===== config.mk =====
export PLATFORM = sky130hd
export DESIGN_NAME = chunked_addsub
export DESIGN_NICKNAME = d
export VERILOG_FILES = /design/src/rtl/chunked_addsub.sv
export SDC_FILE = /design/constraint.sdc
export NUM_CORES = 1
export LEC_CHECK = 0
export CAP_MARGIN = 30
export CORE_MARGIN = 2
export CORE_UTILIZATION = 30
export DETAILED_ROUTE_END_ITERATION = 16
export PLACE_DENSITY = 0.52
export SLEW_MARGIN = 20
export SYNTH_ARGS = -nofsm -noshare
export SYNTH_HDL_FRONTEND = slang
export SYNTH_SLANG_ARGS = --single-unit
export TNS_END_PERCENT = 100

===== constraint.sdc =====
create_clock -name clk -period 5.9 [get_ports clk]
set_input_delay 1.18 -clock clk [delete_from_list [all_inputs] [get_ports clk]]
set_output_delay 1.18 -clock clk [all_outputs]
set_load 0.1 [all_outputs]

===== src/rtl/chunked_addsub.sv =====
// Multi-cycle adder/subtractor that processes CHUNK bits per clock, LSB chunk first,
// with a registered result, carry-out and signed-overflow flag.
module chunked_addsub #(
    parameter int WIDTH = 16,
    parameter int CHUNK = 4
) (
    input  logic             clk,
    input  logic             reset,
    input  logic             start,
    input  logic             sub,
    input  logic [WIDTH-1:0] a,
    input  logic [WIDTH-1:0] b,
    input  logic             cin,
    output logic             busy,
    output logic             done,
    output logic [WIDTH-1:0] result,
    output logic             cout,
    output logic             ovf
);

    localparam int N     = WIDTH / CHUNK;
    localparam int IDX_W = (N > 1) ? $clog2(N) : 1;

    typedef enum logic [1:0] {
        IDLE = 2'd0,
        RUN  = 2'd1,
        DONE = 2'd2
    } state_t;

    state_t             state_q, state_d;
    logic [IDX_W-1:0]   idx_q, idx_d;
    logic [WIDTH-1:0]   a_q, a_d;
    logic [WIDTH-1:0]   b_q, b_d;
    logic [WIDTH-1:0]   acc_q, acc_d;
    logic [WIDTH-1:0]   result_q, result_d;
    logic               carry_q, carry_d;
    logic               cout_q, cout_d;
    logic               ovf_q, ovf_d;
    logic               busy_q, busy_d;
    logic               done_q, done_d;

    logic [CHUNK-1:0]   a_chunk;
    logic [CHUNK-1:0]   b_chunk;
    logic [CHUNK:0]     chunk_sum;
    int                 base;

    function automatic logic [CHUNK:0] add_chunk(input logic [CHUNK-1:0] x,
                                                 input logic [CHUNK-1:0] y,
                                                 input logic             c);
        return {1'b0, x} + {1'b0, y} + {{CHUNK{1'b0}}, c};
    endfunction

    // Carry into the MSB is recovered from the MSB operand and sum bits.
    function automatic logic msb_ovf(input logic x_msb, input logic y_msb,
                                     input logic s_msb, input logic c_out);
        return (x_msb ^ y_msb ^ s_msb) ^ c_out;
    endfunction

    always_comb begin
        state_d   = state_q;
        idx_d     = idx_q;
        a_d       = a_q;
        b_d       = b_q;
        acc_d     = acc_q;
        result_d  = result_q;
        carry_d   = carry_q;
        cout_d    = cout_q;
        ovf_d     = ovf_q;

        base      = int'(idx_q) * CHUNK;
        a_chunk   = a_q[base +: CHUNK];
        b_chunk   = b_q[base +: CHUNK];
        chunk_sum = add_chunk(a_chunk, b_chunk, carry_q);

        case (state_q)
            IDLE: begin
                if (start) begin
                    a_d     = a;
                    b_d     = sub ? ~b : b;
                    carry_d = sub ? 1'b1 : cin;
                    idx_d   = '0;
                    state_d = RUN;
                end
            end
            RUN: begin
                acc_d[base +: CHUNK] = chunk_sum[CHUNK-1:0];
                carry_d              = chunk_sum[CHUNK];
                idx_d                = idx_q + IDX_W'(1);
                if (idx_q == IDX_W'(N - 1)) begin
                    idx_d    = '0;
                    state_d  = DONE;
                    result_d = acc_d;
                    cout_d   = chunk_sum[CHUNK];
                    ovf_d    = msb_ovf(a_chunk[CHUNK-1], b_chunk[CHUNK-1],
                                       chunk_sum[CHUNK-1], chunk_sum[CHUNK]);
                end
            end
            DONE: begin
                state_d = IDLE;
            end
            default: begin
                state_d = IDLE;
            end
        endcase

        busy_d = (state_d == RUN);
        done_d = (state_d == DONE);
    end

    always_ff @(posedge clk) begin
        if (reset) begin
            state_q  <= IDLE;
            idx_q    <= '0;
            a_q      <= '0;
            b_q      <= '0;
            acc_q    <= '0;
            result_q <= '0;
            carry_q  <= 1'b0;
            cout_q   <= 1'b0;
            ovf_q    <= 1'b0;
            busy_q   <= 1'b0;
            done_q   <= 1'b0;
        end else begin
            state_q  <= state_d;
            idx_q    <= idx_d;
            a_q      <= a_d;
            b_q      <= b_d;
            acc_q    <= acc_d;
            result_q <= result_d;
            carry_q  <= carry_d;
            cout_q   <= cout_d;
            ovf_q    <= ovf_d;
            busy_q   <= busy_d;
            done_q   <= done_d;
        end
    end

    assign busy   = busy_q;
    assign done   = done_q;
    assign result = result_q;
    assign cout   = cout_q;
    assign ovf    = ovf_q;

endmodule


==> run_results.csv <==
group,metric,value,unit
placement,gp_congestion,0.781,
clock_network,clock_latency,350,ps
power_and_ir_drop,power.internal,785,uW
run,cap_violations,0,
cells_and_area,area_delta_synth_final,25.7,%
cells_and_area,final_area,4130,um^2
yosys,ys_top_cells_by_area,"dfxtp_1, a211oi_1, mux4_2, nor2_1, nand2_1",
yosys,synthMostInstantiatedCell,"dfxtp_1",
power_and_ir_drop,p_per_area,264,nW/um^2
yosys,yosysWarningCount,0,
yosys,yosysSeqAreaShare,0.445,
critical_path,critPathKind,"reg -> reg",
power_and_ir_drop,leakage,1.46,nW
global_route,grt-busiest-layer,"met2",
critical_path,timing.rr.end,"acc_q[14]",
timing,fin_crit,3350,ps
yosys,synth_top_family_by_area,"compound AO/OA/AOI/OAI gates",
yosys,synth_seq_cells,73,
clock_network,post_cts_buffers,0,
placement,portBuffers,56,
floorplanning,pin_count,57,
timing,skew,14.6,ps
clock_network,clkSlewWorstSetupHoldPaths,90,ps
yosys,synth_edf_count,0,
clock_network,ctsHoldBuffers,0,
placement,placed_area,3920,um^2
timing,rsz0062_at_grt,"false",
critical_path,reg2reg_depth,7,
critical_path,crit_path_end_kind,"register",
global_route,grt_max_degree,78,
placement,dp_hpwl,5080,um
route,dr.first_iter.drc_count,84,
clock_network,cts.sinks,73,
critical_path,crit_required,6180,ps
yosys,synthCells,353,
global_route,antenna_found_initial,0,
yosys,netlist_area,3290,um^2
cells_and_area,antenna_cells,0,
power_and_ir_drop,pwr-share-clk,0.365,
yosys,synth.avg_cell_area,9.31,um^2
yosys,synthFlopType,"dfxtp_1",
floorplanning,dieHeight,109,um
critical_path,worstPathMaxFanout,16,
global_route,grt_usage,0.135,
timing,finalSetupViolCount,0,
floorplanning,initial_core_util,0.306,
yosys,synthMuxAreaShare,0.0548,
global_route,overflow,0,
power_and_ir_drop,power,1.09,mW
worst_hold_path,worstHoldEndpoint,"a_q[13]",
power_and_ir_drop,peakVddDrop,0.123,mV
clock_network,clockBufferDepth,2,
power_and_ir_drop,comb_power_share,0.151,
timing,whs,458,ps
critical_path,reg2reg_from,"idx_q[0]",
route,vias,2606,
critical_path,cp.buffers_inverters,0,
yosys,synth_area_leader_cell,"dfxtp_1",
status,outcome,"completed",
clock_network,cts-root-buf,"clkbuf_8",
global_route,grt_pass1_wl,12400,um
timing,setup_tns,0,ps
yosys,synth_top_area_share,0.445,
floorplanning,num_rows,38,
timing,max_slew_margin,0.343,
global_route,globalRouteMet3Util,0.0389,
cells_and_area,fin_cells,540,
global_route,use_met1,0.177,
floorplanning,dieArea,11800,um^2
worst_hold_path,hold_start,"a_q[13]",
yosys,synthTopCellsByCount,"dfxtp_1, nor2_1, nand2_1",
placement,dpl.cell_count,523,
critical_path,path_cells,"mux4_2 > fa_1 > fa_1 > xor2_1 > and2_1 > a22oi_1 > nor2_1",
critical_path,r2r_setup_slack,2550,ps
yosys,synth_xor_area_frac,0.0506,
cells_and_area,nets,443,
worst_hold_path,min_path_cells,2,
critical_path,cpPeakStageDelay,920,ps
floorplanning,coreArea,10700,um^2
timing,hold_violations,0,
global_route,use_met2,0.218,
critical_path,critPathMostFrequentCell,"fa_1",
clock_network,h-tree-depth,3,
timing,slew_viol_final,0,
route,ant_nets,0,
route,routed_wirelength,7490,um
cells_and_area,post-route-util,0.385,
floorplanning,die_w,109,um
timing,tightest_slew,983,ps
worst_hold_path,hold_path_class,"reg -> reg",
timing,min_period_over_period,0.568,
clock_network,cts_buffers,9,
critical_path,crit_slowest_cell,"dfxtp_1",
cells_and_area,drive_above_1_share,0.0900,
power_and_ir_drop,p_sw,306,uW
power_and_ir_drop,swShare,0.281,
critical_path,cp-start-kind,"register",
timing,fmax,298,MHz
yosys,async_flop_share,0,
yosys,synthSimpleGateAreaFrac,0.169,
critical_path,cpLargestDelayFamily,"flip-flops",
timing,setup_ws,2550,ps
power_and_ir_drop,seq_power_share,0.485,
route,post_drt_via_cell_ratio,4.83,
yosys,synth_fp_nets,401,
route,dr.pass1.iters,4,
global_route,grt_pass1_vias,2489,
yosys,synth_compound_area_frac,0.191,
clock_network,cts_tree,"done",
yosys,synth_cell_types,31,
yosys,synthAdderAreaFrac,0.0464,
clock_network,post_cts_resize_count,0,
placement,dp_slack,2530,ps
route,wire_per_inst,13.9,um
critical_path,crit_arrival,3630,ps
route,drc,0,
## cell type report
type,instances,area [um^2]
fillers,1134,6610
multi-input cells,246,1690
flip-flops and latches,73,1460
repair buffers,59,586
well taps,140,175
clock buffers,9,124
clock inverters,7,77.6
inverters,6,22.5
## placed cells by master, fill, tap and decap left out, types with 3 or more instances in the layout
master,Yosys,routed
nand2_1,41,41
o21ai_1,5,5
a21oi_1,23,23
nand3b_1,8,8
inv_1,5,5
dfxtp_1,73,73
ha_1,9,9
clkdlybuf4s50_1,0,55
o21bai_1,5,5
clkbuf_8,0,9
a32oi_1,8,8
a211oi_1,25,25
nor2_1,48,48
xnor2_1,17,17
nor3_1,12,12
mux4_2,8,8
and2_1,3,3
a221oi_1,12,12
a22oi_1,6,6
## power groups by stage
| stage | clock (mW) | sequential, mW | combinational (mW) |
|---|---|---|---|
| 3_3_place_gp | 0 | 0.541 | 0.162 |
| 6_report | 0.398 | 0.529 | 0.164 |
| 3_5_place_dp | 0 | 0.541 | 0.165 |
| 5_1_grt | 0.428 | 0.532 | 0.182 |
| 4_1_cts | 0.410 | 0.530 | 0.165 |
| 2_1_floorplan | 0 | 0.539 | 0.109 |
## cells by family after synthesis
kind of cell,count (synthesis)
flops,73
compound gates,89
buf+inv,34
mux,8
xor+xnor,19
fa+ha+maj,11
simple gates,119
## tightest hold or removal path: cells and delay by family, from the launching register on
kind | cells | cell delay (ps)
flops | 1 | 320
simple gates | 1 | 50
compound gates | 1 | 50
## worst max path at each step
| stage | startpoint | end | slack (ps) | cells past startpoint |
|---|---|---|---|---|
| after floorplan | idx_q[0] | ovf | 2970 | 8 |
| after global placement | idx_q[0] | result[11] | 2640 | 6 |
| after detailed placement | idx_q[0] | result[11] | 2530 | 6 |
| after CTS | idx_q[0] | acc_q[10] | 2510 | 7 |
| after global routing | idx_q[0] | acc_q[14] | 2300 | 7 |
| final | idx_q[0] | acc_q[14] | 2550 | 7 |
## sequential cells by signal (all words and copies together) (netlist names)
name     count
done         1
cout         1
state_q      2
busy         1
a_q         16
carry_q      1
result      16
ovf          1
b_q         16
acc_q       16
idx_q        2
## layer usage
| layer | vias up | share of wire |
|---|---|---|
| li1 | 1354 | - |
| met2 | 48 | 0.47 |
| met4 | 0 | 0.012 |
| met3 | 8 | 0.035 |
| met5 | - | 0 |
| met1 | 1196 | 0.48 |
No activity file was read; power rests on OpenSTA's default activity.
